**src/rtl/ook_tx_key_ctrl.sv**
```systemverilog
// Key-driven transmit sequencer for the OOK frame transmitter: start/stop and
// rate keys in, one-cycle frame requests out, with busy/done handshake checking.
module ook_tx_key_ctrl #(
    parameter int GAP_CYCLES  = 62500,  // >= 2
    parameter int ACK_TIMEOUT = 16,     // >= 2
    parameter int NUM_RATES   = 4,      // 2..4
    parameter int CNT_W       = 16
) (
    input  logic             clk,
    input  logic             rst_n,
    input  logic             start_key_pulse,
    input  logic             mode_key_pulse,
    input  logic             cont_en,
    input  logic             tx_busy,
    input  logic             tx_done,
    output logic             tx_start,
    output logic [1:0]       rate_sel,
    output logic             ctrl_active,
    output logic [CNT_W-1:0] frame_cnt,
    output logic             err
);

    localparam int TMR_MAX = (GAP_CYCLES > ACK_TIMEOUT) ? GAP_CYCLES : ACK_TIMEOUT;
    localparam int TMR_W   = (TMR_MAX > 2) ? $clog2(TMR_MAX) : 1;

    // Both timers count from 0 in the first cycle of their state. The request
    // cycle counts toward the ack window and the done cycle toward the gap, so
    // each terminal value sits two below the parameter.
    localparam logic [TMR_W-1:0] GAP_LAST  = TMR_W'(GAP_CYCLES - 2);
    localparam logic [TMR_W-1:0] ACK_LAST  = TMR_W'(ACK_TIMEOUT - 2);
    localparam logic [1:0]       RATE_LAST = 2'(NUM_RATES - 1);

    typedef enum logic [2:0] {
        S_IDLE,
        S_REQ,
        S_WAIT_ACK,
        S_TX,
        S_GAP
    } state_t;

    state_t           state_q, state_d;
    logic [TMR_W-1:0] timer_q, timer_d;
    logic             cont_q, cont_d;
    logic             stop_req_q, stop_req_d;
    logic [1:0]       rate_q, rate_d;
    logic [CNT_W-1:0] cnt_q, cnt_d;
    logic             err_q, err_d;
    logic             tx_start_q;
    logic             active_q;

    always_comb begin
        // NOTE: every variable gets a default first so no path through the case infers a latch.
        state_d    = state_q;
        timer_d    = timer_q;
        cont_d     = cont_q;
        stop_req_d = stop_req_q;
        rate_d     = rate_q;
        cnt_d      = cnt_q;
        err_d      = err_q;

        case (state_q)
            S_IDLE: begin
                if (mode_key_pulse) begin
                    rate_d = (rate_q == RATE_LAST) ? 2'd0 : rate_q + 2'd1;
                end
                if (start_key_pulse) begin
                    state_d    = S_REQ;
                    cont_d     = cont_en;
                    err_d      = 1'b0;
                    stop_req_d = 1'b0;
                end
            end
            S_REQ: begin
                if (start_key_pulse) stop_req_d = 1'b1;
                state_d = S_WAIT_ACK;
                timer_d = '0;
            end
            S_WAIT_ACK: begin
                if (start_key_pulse) stop_req_d = 1'b1;
                if (tx_busy) begin
                    state_d = S_TX;
                end else if (timer_q == ACK_LAST) begin
                    err_d   = 1'b1;
                    state_d = S_IDLE;
                end else begin
                    timer_d = timer_q + TMR_W'(1);
                end
            end
            S_TX: begin
                if (start_key_pulse) stop_req_d = 1'b1;
                if (tx_done) begin
                    cnt_d   = cnt_q + CNT_W'(1);
                    timer_d = '0;
                    // A stop arriving with the done pulse must also end the run.
                    if (cont_q && !stop_req_q && !start_key_pulse) state_d = S_GAP;
                    else                                             state_d = S_IDLE;
                end
            end
            S_GAP: begin
                if (stop_req_q || start_key_pulse) begin
                    state_d = S_IDLE;
                end else if (timer_q == GAP_LAST) begin
                    state_d = S_REQ;
                end else begin
                    timer_d = timer_q + TMR_W'(1);
                end
            end
            default: state_d = S_IDLE;
        endcase
    end

    // NOTE: state uses non-blocking assignments so every register samples pre-edge values.
    always_ff @(posedge clk or negedge rst_n) begin
        if (!rst_n) begin
            state_q    <= S_IDLE;
            timer_q    <= '0;
            cont_q     <= 1'b0;
            stop_req_q <= 1'b0;
            rate_q     <= 2'd0;
            cnt_q      <= '0;
            err_q      <= 1'b0;
            tx_start_q <= 1'b0;
            active_q   <= 1'b0;
        end else begin
            state_q    <= state_d;
            timer_q    <= timer_d;
            cont_q     <= cont_d;
            stop_req_q <= stop_req_d;
            rate_q     <= rate_d;
            cnt_q      <= cnt_d;
            err_q      <= err_d;
            // Decoded from next state so the flags line up with the state they describe.
            tx_start_q <= (state_d == S_REQ);
            active_q   <= (state_d != S_IDLE);
        end
    end

    assign tx_start    = tx_start_q;
    assign rate_sel    = rate_q;
    assign ctrl_active = active_q;
    assign frame_cnt   = cnt_q;
    assign err         = err_q;

endmodule

```
**config.mk**
```make
export PLATFORM = sky130hd
export DESIGN_NAME = ook_tx_key_ctrl
export DESIGN_NICKNAME = d
export VERILOG_FILES = /design/src/rtl/ook_tx_key_ctrl.sv
export SDC_FILE = /design/constraint.sdc
export NUM_CORES = 1
export LEC_CHECK = 0
export BUFFER_PORTS_ARGS = -buffer_cell sky130_fd_sc_hd__buf_2
export CAP_MARGIN = 0
export CELL_PAD_IN_SITES_DETAIL_PLACEMENT = 0
export CELL_PAD_IN_SITES_GLOBAL_PLACEMENT = 2
export CORE_MARGIN = 3
export CORE_UTILIZATION = 39
export CTS_CLUSTER_SIZE = 12
export DETAILED_ROUTE_END_ITERATION = 10
export PLACE_DENSITY = 0.82
export SLEW_MARGIN = 20
export SYNTH_ARGS = -nofsm -noshare
export SYNTH_HDL_FRONTEND = slang
export SYNTH_SLANG_ARGS = --single-unit
```
**constraint.sdc**
```tcl
create_clock -name clk -period 5.45 [get_ports clk]
set_input_delay 0.2725 -clock clk [delete_from_list [all_inputs] [get_ports clk]]
set_output_delay 0.2725 -clock clk [all_outputs]
set_load 0.01 [all_outputs]
```
==> impl_results.md, run 1 <==
* Clock sinks at 42
* Unique masters post-synth at 48
* Count leader, synth: dfrtp_1
* Yosys reg bits at 42
* Tot Pwr at 0.938 mW
* Final worst-path cycle share at 43.3%
* Worst-Skew Late Latency at 0.29 ns
* P per Cell Area at 381 nW/um^2
* Worst-Margin Slew at 0.941 ns
* Total CTS buffers at 5
* Crit path launch type: flip-flop
* PostCTS Resize Cnt at 0
* GPL Wtd Cong at 0.723
* CTS tree: built
* CP Data Arrival Time at 2.57 ns
* Dpl hpwl at 3300 um
* First-pass GRT wire length at 7980 um
* Critical path fanouts, max at 26
* Fin. max-slew vios at 0
* Height of the die at 81.0 um
* Synth area leader: dfrtp_1
* Largest net degree at the start of global routing at 43
* CTS Hold Bufs at 0
* Top-area cell type share of the netlist area at 47.9%
* Fmax at 423 MHz
* Std-Cell Rows at 26
* I/O pin total at 28
* Total wire length at 4550 um
* CTS HTree Levels at 2
* Setup Crit Path Kind: reg -> reg
* Worst r2r path cells at 7
* Vias at 1,707
* Clock Tree Buf Depth at 2
* WP data required at 5.66 ns
* IO Port Bufs at 27
* Initial antenna violation count at 0
* Vias per inst at 5.40
* Post-route DRC at 0
* DRT iter0 DRCs at 109
* Die width at 81.0 um
* Total negative slack at 0 ns
* Postcts setup bufs at 0
* Antenna Nets Post-Route at 0
* Global route total overflow at 0
* Syn Area/Cell at 10.1 um^2
* # diodes at 0
* Post-synthesis sequential area ratio at 47.9%
* Clock-pin slew on the worst setup and hold paths at 0.08 ns
* Global Route Usage Sum at 15.6%
* Final hold violation count at 0
* Status: finished clean
* Area growth, synth to finish at 12.3%
* Nets at 256
* Ys flop type: dfrtp_1
* Worst Skew at 0.00773 ns
* Starting Density at 41.6%
* Cells after Synth at 218
* Unrepaired setup endpoints after global routing: false
* Syn. warnings at 0
* Synth Cell Area at 2190 um^2
* Number of synthesized flops with an enable pin at 0
* Worst VDD drop at 0.000261 V
* Initial DRT Pass Iterations at 4
* Post-placement worst setup slack at 3.11 ns
* Number of max-cap violations at 0
* CTS Root Cell: clkbuf_8
* Pleak at 1.12 nW
* Commonest cells post-synth: dfrtp_1 (42), nand2_1 (23), nor2_1 (18)
* Worst hold path class: in -> async
* Layout cells sized above 1 at 17.9%
* Final setup viols at 0
* Syn nets at 229
* Synth area leaders: dfrtp_1 (48%), xnor2_1 (4.4%), nand2_1 (3.9%), nor2_1 (3.1%), or4_1 (2.7%)
* Setup ws final at 3.09 ns
* WL/cell at 14.4 um
* Vias in the first global route at 1,651
* Crit path time final at 2.36 ns
* Fraction of registers with async set/reset at 100%
* Core Region at 5270 um^2
* Critical Path End Type: flip-flop
* Rel. slew slack at 37.2%
* Die area at 6560 um^2
==> final cells by class <==
type / count / area (um^2)
Clock inverter: 2 / 12.5
Fill cell: 547 / 2810
Inverter: 7 / 26.3
Sequential cell: 42 / 1050
Tap cell: 70 / 87.6
Timing Repair Buffer: 27 / 135
Clock buffer: 6 / 82.6
Multi-Input combinational cell: 162 / 1070
==> flip-flops by register name, summed over array words and instances, names as in the netlist <==
register	cells
timer_q	16
rate_sel	2
cont_q	1
state_q	3
err	1
stop_req_q	1
ctrl_active	1
frame_cnt	16
tx_start	1
==> cells by family after synthesis <==
kind of cell,after synthesis,share of synthesized area (%)
buffers and inverters,14,3.42
muxes,6,3.08
and+or+nand+nor,100,26.1
DFF,42,47.9
xor gates and xnor gates,16,6.39
AOI/OAI and AO/OA,36,10.8
adders and majority gates,4,2.28
==> path summary, 6_finish.rpt <==
kind                          startpoint            end  slack [ns]
max                           timer_q[0]    timer_q[15]        3.09
min                                rst_n     timer_q[6]        0.12
max reg2reg                   timer_q[0]    timer_q[15]        3.09
min reg2reg                frame_cnt[15]  frame_cnt[15]        0.46
max in group asynchronous          rst_n     timer_q[3]        4.75
min in group clk                 cont_en         cont_q        0.21
==> critical path, stage by stage (launching register included) <==
cell	delay [ns]
dfrtp_1	0.46
inv_1	0.09
ha_1	0.18
and4b_1	0.19
nand4b_1	0.21
a2bb2oi_2	0.78
o21ai_0	0.22
a21oi_1	0.16
==> metrics by stage <==
stage                     hold WS [ns]  instance area (um^2)  utilization (%)  cells
after global routing             0.189                  2460             46.7    316
after CTS                        0.162                  2460             46.7    316
after detailed placement         0.452                  2370             44.9    308
after floorplan                -0.0231                  2190                -    218
after global placement           0.451                  2370             44.9    308
final                            0.116                  2460             46.7    316
==> metal layers <==
layer	vias to the layer above	wire length [um]	GRT usage [%]
met1	807	2250	22.3
met5	-	0	0
met3	7	221	3.77
li1	854	-	-
met2	39	2020	23.3
met4	0	57	4.56
==> layout by cell type, fill, tap and decap left out, types with 7 or more instances in the layout <==
cell type	synthesis	layout
or4_1	8	8
nand3_1	9	9
xnor2_1	11	11
or3_1	8	8
a21oi_1	11	11
nand2_1	23	23
nor2_1	18	18
and3_1	7	7
buf_2	3	27
dfrtp_1	42	42
==> report_power, final <==
| part | switching, mW | internal [mW] |
|---|---|---|
| Combinational | 0.177 | 0.112 |
| Sequential | 0.0766 | 0.365 |
| Clock | 0.106 | 0.102 |
| Total | 0.360 | 0.578 |
No activity file was read; power rests on OpenSTA's default activity.
==> run 2, diff against run 1 <==
--- a/config.mk
+++ b/config.mk
@@ -5,15 +5,16 @@
 export SDC_FILE = /design/constraint.sdc
 export NUM_CORES = 1
 export LEC_CHECK = 0
+export ABC_AREA = 1
 export BUFFER_PORTS_ARGS = -buffer_cell sky130_fd_sc_hd__buf_2
 export CAP_MARGIN = 0
 export CELL_PAD_IN_SITES_DETAIL_PLACEMENT = 0
 export CELL_PAD_IN_SITES_GLOBAL_PLACEMENT = 2
 export CORE_MARGIN = 3
-export CORE_UTILIZATION = 39
+export CORE_UTILIZATION = 33
 export CTS_CLUSTER_SIZE = 12
 export DETAILED_ROUTE_END_ITERATION = 10
-export PLACE_DENSITY = 0.82
+export PLACE_DENSITY = 0.79
 export SLEW_MARGIN = 20
 export SYNTH_ARGS = -nofsm -noshare
 export SYNTH_HDL_FRONTEND = slang
==> constraint.sdc (replaced) <==
create_clock -name clk -period 2.35 [get_ports clk]
set_input_delay 0.1175 -clock clk [delete_from_list [all_inputs] [get_ports clk]]
set_output_delay 0.1175 -clock clk [all_outputs]
set_load 0.01 [all_outputs]
==> run 2 against run 1 <==
Effect of this change: setup slack got worse by 2.8 ns; non-clock buffer count increased by 5; register-to-register slack got worse by 2.8 ns; area after synthesis increased by 20%; critical path type unchanged; largest cell class unchanged; power increased to 2.8 times the previous value; sequential share of layout area decreased by 7.7 points.
==> impl_results.md, run 2 <==
* Total wire length at 6540 um (+44%)
* Area growth, synth to finish at 13.6%
* Commonest non-fill, non-tap cell in the layout: nand2_1
* Initial antenna violation count at 0 (unchanged)
* Number of max-cap violations at 0 (unchanged)
* Vias per inst at 4.58 (-15%)
* Die width at 95.5 um (+18%)
* # diodes at 0 (unchanged)
* Post-synthesis sequential area ratio at 39.8% (-8.1 points)
* DRT iter0 DRCs at 108 (-0.92%)
* WL/cell at 12.5 um (-13%)
* Hold-critical path endpoint: cont_q
* Cells after Synth at 385 (+77%)
* Pleak at 1.53 nW (+37%)
* Synth Cell Area at 2640 um^2 (+20%)
* Commonest cells post-synth: nand2_1 (134), nor2_1 (62), dfrtp_1 (42)
* Total negative slack at 0 ns (unchanged)
* Top-area cell type share of the netlist area at 39.8% (-8.1 points)
* Reg power frac at 40.7% (-6.3 points)
* Std-Cell Rows at 32 (+23%)
* Core Region at 7770 um^2 (+47%)
* Commonest cells after routing, fill and taps aside: nand2_1 (134), nor2_1 (62), dfrtp_1 (42), inv_1 (40), nand3_1 (34)
* Antenna Nets Post-Route at 0 (unchanged)
* Clock Tree Buf Depth at 2 (unchanged)
* Rel. slew slack at 61.9% (+25 points)
* Status: finished clean
* I/O pin total at 28 (unchanged)
* First-pass GRT wire length at 10,800 um (+35%)
* RR Endpoint: timer_q[3]
* Int Pwr at 1.49 mW (+160%)
* Syn. warnings at 0 (unchanged)
* Reg-to-reg critical path startpoint: timer_q[0]
* Worst VDD drop at 0.000440 V (+69%)
* Worst-Skew Late Latency at 0.30 ns (about the same)
* Critical path fanouts, max at 16 (-38%)
* Postcts setup bufs at 0 (unchanged)
* Fraction of registers with async set/reset at 100% (unchanged)
* CTS tree: built
* Synth area leaders: dfrtp_1 (40%), nand2_1 (19%), nor2_1 (8.8%), nand3_1 (6.4%), inv_1 (5.7%)
* Dpl hpwl at 4930 um (+49%)
* Syn Area/Cell at 6.86 um^2 (-32%)
* Crit path time final at 2.03 ns (-0.327 ns)
* Clock-pin slew on the worst setup and hold paths at 0.09 ns (about the same)
* Crit path launch type: flip-flop
* Height of the die at 95.5 um (+18%)
* Count leader, synth: nand2_1
* Worst Skew at 0.00939 ns (+0.00166 ns)
* Nets at 429 (+68%)
* Syn nets at 396 (+73%)
* Ys flop type: dfrtp_1
* Final worst-path cycle share at 86.6% (+43 points)
* Final setup viols at 0 (unchanged)
* Largest net degree at the start of global routing at 26 (-40%)
* Synth area leader: dfrtp_1
* Post-route DRC at 0 (unchanged)
* Filler Cell Count at 877 (+60%)
* CTS Root Cell: clkbuf_8
* CTS HTree Levels at 2 (unchanged)
* Vias at 2,388 (+40%)
* WP data required at 2.59 ns (-3.07 ns)
* Yosys reg bits at 42 (unchanged)
* Worst Hold Launch: cont_en
* Number of synthesized flops with an enable pin at 0 (unchanged)
* Vias in the first global route at 2,209 (+34%)
* Critical Path End Type: flip-flop
* Switch share at 43.6% (+5.2 points)
* PostCTS Resize Cnt at 0 (unchanged)
* P per Cell Area at 882 nW/um^2 (+130%)
* Fin. max-slew vios at 0 (unchanged)
* Worst-Margin Slew at 0.571 ns (-0.371 ns)
* GPL Wtd Cong at 0.798 (+10%)
* Clock sinks at 42 (unchanged)
* Final Core Density at 38.7% (-8.1 points)
* Starting Density at 34.0% (-7.6 points)
* CTS Hold Bufs at 1 (+1)
* Setup Crit Path Kind: reg -> reg
* Initial DRT Pass Iterations at 4 (unchanged)
* Unrepaired setup endpoints after global routing: false
* WHS Path Cells at 3
* Flop2flop setup slack at 0.32 ns (-2.77 ns)
* DP Cell Count at 512 (+66%)
* Total CTS buffers at 5 (unchanged)
* Fmax at 491 MHz (+16%)
* Non-Filler Instances at 521 (+65%)
* IO Port Bufs at 27 (unchanged)
* Die area at 9120 um^2 (+39%)
* Unique masters post-synth at 30 (-38%)
* Global Route Usage Sum at 15.4% (-0.17 points)
* Global route total overflow at 0 (unchanged)
* Psw at 1.16 mW (+220%)
* Final hold violation count at 0 (unchanged)
* Worst hold path class: in -> reg
* CP Data Arrival Time at 2.27 ns (-0.30 ns)
* Layout cells sized above 1 at 13.1% (-4.8 points)
* Clk network pwr share at 19.2% (-3.0 points)
* Worst r2r path cells at 12 (+5)
* Gate power share at 40.1% (+9.3 points)
[run 2: cell families after synthesis]
logic type,count (synthesis),synth area share [%]
AND/OR/NAND/NOR,262,42.9
XOR/XNOR,14,4.64
adder cells (fa/ha/maj),4,1.89
flip-flops,42,39.8
buffers and inverters,48,7.39
AO/OA/AOI/OAI,14,2.94
multiplexers,1,0.426
[run 2: cell type report]
cell class | instances | area (um^2) | area share, %
inverters | 42 | 158 | 5.25
repair buffers | 32 | 175 | 5.83
flip-flops and latches | 42 | 1050 | 35.0
clock buffers | 6 | 82.6 | 2.75
multi-input cells | 295 | 1400 | 46.5
clock inverters | 2 | 12.5 | 0.417
well taps | 102 | 128 | 4.25
[run 2: layer usage]
metal  track usage, %  up-vias  wire, um
met5                0        -         0
met4             4.62        0        82
met3             2.84        9       179
met2             24.8       35      3000
met1             21.0     1075      3280
li1                 -     1269         -
[run 2: power groups by stage]
stage               clock (mW)  combinational, mW  sequential (mW)
global route             0.554               1.23             1.11
CTS                      0.529               1.08             1.08
detailed placement           0               1.08             1.09
global placement             0               1.08             1.09
finish                   0.509               1.06             1.08
floorplan                    0              0.731             1.10
[run 2: through the flow]
stage / total power [mW] / instance area (um^2) / hold WS, ns / setup slack (ns)
6_report: 2.65 / 3000 / 0.0152 / 0.315
4_1_cts: 2.69 / 3000 / 0.0121 / 0.313
5_1_grt: 2.90 / 3000 / 0.0227 / 0.0374
3_5_place_dp: 2.17 / 2900 / 0.0932 / 0.329
2_1_floorplan: 1.83 / 2640 / -0.178 / 0.787
3_3_place_gp: 2.16 / 2900 / 0.0935 / 0.381
[run 2: worst max-delay path by stage]
| stage | startpoint | end | slack (ns) | depth (start not counted) |
|---|---|---|---|---|
| 3_3_place_gp | timer_q[0] | timer_q[13] | 0.38 | 12 |
| 3_5_place_dp | timer_q[0] | timer_q[5] | 0.33 | 12 |
| 6_report | timer_q[0] | timer_q[3] | 0.32 | 12 |
| 5_1_grt | timer_q[0] | timer_q[13] | 0.04 | 12 |
| 4_1_cts | timer_q[0] | timer_q[3] | 0.31 | 12 |
| 2_1_floorplan | timer_q[0] | timer_q[9] | 0.79 | 12 |
[run 2: critical path: stages, from the launching register on]
cell and delay (ns):
dfrtp_1 0.45, inv_1 0.08, ha_1 0.14, inv_1 0.04
nor2_1 0.11, nand2_1 0.06, nor2_1 0.09, nand2_1 0.11
nand2_1 0.08, nand2_1 0.33, nand2_4 0.35, nand2_1 0.08
nand2_1 0.06
==> run 3, diff against run 2 <==
--- a/config.mk
+++ b/config.mk
@@ -5,16 +5,15 @@
 export SDC_FILE = /design/constraint.sdc
 export NUM_CORES = 1
 export LEC_CHECK = 0
-export ABC_AREA = 1
 export BUFFER_PORTS_ARGS = -buffer_cell sky130_fd_sc_hd__buf_2
 export CAP_MARGIN = 0
 export CELL_PAD_IN_SITES_DETAIL_PLACEMENT = 0
 export CELL_PAD_IN_SITES_GLOBAL_PLACEMENT = 2
 export CORE_MARGIN = 3
-export CORE_UTILIZATION = 33
+export CORE_UTILIZATION = 36
 export CTS_CLUSTER_SIZE = 12
 export DETAILED_ROUTE_END_ITERATION = 10
-export PLACE_DENSITY = 0.79
+export PLACE_DENSITY = 0.77
 export SLEW_MARGIN = 20
 export SYNTH_ARGS = -nofsm -noshare
 export SYNTH_HDL_FRONTEND = slang
==> run 3 against run 2 <==
Effect of this change: wire length down 27%; final area down 16%; clock power about the same; critical path type unchanged.
==> impl_results.md, run 3 (synthesis results as in run 1) <==
* Status: finished clean
* Final setup viols at 0 (unchanged)
* Number of max-cap violations at 0 (unchanged)
* Global Route Usage Sum at 14.3% (-1.0 points)
* Clock sinks at 42 (unchanged)
* DP Cell Count at 318 (-38%)
* Antenna Nets Post-Route at 0 (unchanged)
* Final worst-path cycle share at 89.3% (+2.7 points)
* Dpl hpwl at 3410 um (-31%)
* CP endpoint: timer_q[7]
* P per Cell Area at 889 nW/um^2 (+0.79%)
* Worst Skew at 0.00743 ns (-0.00196 ns)
* Worst Hold Launch: cont_en
* Clock Tree Buf Depth at 2 (unchanged)
* Height of the die at 84.1 um (-12%)
* Fin. max-slew vios at 0 (unchanged)
* WP data required at 2.58 ns (about the same)
* Crit path launch type: flip-flop
* Initial antenna violation count at 0 (unchanged)
* Die width at 84.1 um (-12%)
* Crit path time final at 2.10 ns (+0.0627 ns)
* CTS Hold Bufs at 1 (unchanged)
* Worst hold path class: in -> reg
* Vias at 1,723 (-28%)
* Pleak at 1.16 nW (-24%)
* Commonest cells after routing, fill and taps aside: dfrtp_1 (42), buf_2 (27), nand2_1 (23), nor2_1 (18)
* First-pass GRT wire length at 8250 um (-24%)
* Commonest non-fill, non-tap cell in the layout: dfrtp_1
* Initial DRT Pass Iterations at 4 (unchanged)
* Psw at 0.851 mW (-26%)
* CTS Root Cell: clkbuf_8
* Non-Filler Instances at 327 (-37%)
* Layout cells sized above 1 at 20.4% (+7.3 points)
* WL/cell at 14.6 um (+16%)
* Total wire length at 4770 um (-27%)
* Vias per inst at 5.27 (+15%)
* Critical path fanouts, max at 16 (unchanged)
* Unrepaired setup endpoints after global routing: false
* Reg-to-reg critical path startpoint: timer_q[0]
* Nets at 265 (-38%)
* CP Data Arrival Time at 2.32 ns (+0.05 ns)
* Postcts setup bufs at 0 (unchanged)
* Final hold violation count at 0 (unchanged)
* Worst VDD drop at 0.000452 V (+2.7%)
* Post-route DRC at 0 (unchanged)
* Setup Crit Path Kind: reg -> reg
* # diodes at 0 (unchanged)
* Starting Density at 38.4% (+4.4 points)
* Std-Cell Rows at 27 (-16%)
* Worst-Skew Late Latency at 0.30 ns (about the same)
* Rel. slew slack at 63.4% (+1.5 points)
* Switch share at 37.7% (-5.9 points)
* Area growth, synth to finish at 15.6%
* Largest net degree at the start of global routing at 43 (+65%)
* Global route total overflow at 0 (unchanged)
* Flop2flop setup slack at 0.25 ns (-0.06 ns)
* Die area at 7070 um^2 (-23%)
* Core Region at 5710 um^2 (-26%)
* Tot Pwr at 2.25 mW (-15%)
* DRT iter0 DRCs at 63 (-42%)
* Clock-pin slew on the worst setup and hold paths at 0.09 ns (about the same)
* Total CTS buffers at 5 (unchanged)
* Worst-Margin Slew at 0.548 ns (-0.0222 ns)
* Clk network pwr share at 22.5% (+3.3 points)
* Int Pwr at 1.40 mW (-6.1%)
* Critical Path End Type: flip-flop
* I/O pin total at 28 (unchanged)
* Worst r2r path cells at 8 (-4)
* Gate power share at 34.1% (-6.0 points)
* Fmax at 477 MHz (-3.0%)
* CTS tree: built
* Vias in the first global route at 1,750 (-21%)
* PostCTS Resize Cnt at 0 (unchanged)
* IO Port Bufs at 27 (unchanged)
* GPL Wtd Cong at 0.732 (-8.3%)
* Reg power frac at 43.4% (+2.7 points)
* CTS HTree Levels at 2 (unchanged)
* Total negative slack at 0 ns (unchanged)
* RR Endpoint: timer_q[7]
* Critical Path Source: timer_q[0]
run 3: cell count changes in the layout (fill, tap and decap cells not counted), moves of 6 or more:
cell and delta:
o21ai_1 +6, nand3_1 -25, and3_1 +7, a21oi_1 +7, or4_1 +8, inv_1 -34
o211ai_1 +6, nor2_1 -44, or3_1 +8, nand2_1 -111
run 3: worst min path at each step:
stage                       endpoint  slack [ns]  depth (start not counted)
after floorplan               cont_q       -0.18                          0
after global placement    timer_q[9]        0.23                          2
after detailed placement  timer_q[9]        0.24                          2
after CTS                     cont_q        0.04                          2
after global routing          cont_q        0.04                          2
final                         cont_q        0.05                          2
run 3: power by group through the flow:
stage          Clock, mW  Combinational (mW)  Sequential (mW)
2_1_floorplan          0               0.528             1.00
3_3_place_gp           0               0.781            0.993
3_5_place_dp           0               0.783            0.993
4_1_cts            0.529               0.788            0.979
5_1_grt            0.561               0.877             1.00
6_report           0.507               0.769            0.977
run 3: layout make-up:
class	instances	area [um^2]
multi-input combinational	162	1070
tap	72	90.1
inverter	7	26.3
clock buffer	6	82.6
sequential	42	1050
clock inverter	2	12.5
fill	563	3170
timing repair buffer	36	205
run 3: per-layer routing:
layer,share of wire [%],vias to the layer above,GRT usage [%]
met3,3.7,6,3.16
li1,-,865,-
met2,45,29,22.3
met4,1.5,0,5.85
met1,50,823,19.2
met5,0,-,0
run 3: metrics by stage:
stage	utilization [%]	worst slack [ns]	instance area (um^2)	hold slack (ns)
6_report	44.4	0.253	2530	0.0451
5_1_grt	44.4	0.120	2530	0.0381
4_1_cts	44.4	0.258	2530	0.0395
3_5_place_dp	42.6	0.295	2430	0.240
3_3_place_gp	42.6	0.364	2430	0.230
2_1_floorplan	-	0.557	2190	-0.178
run 3: critical path, cell delays in order, from the launching register on:
cell	delay (ns)
dfrtp_1	0.45
inv_1	0.07
ha_1	0.20
and4b_1	0.17
nand4b_1	0.19
a2bb2oi_2	0.10
buf_4	0.19
or4_1	0.50
a21oi_1	0.17
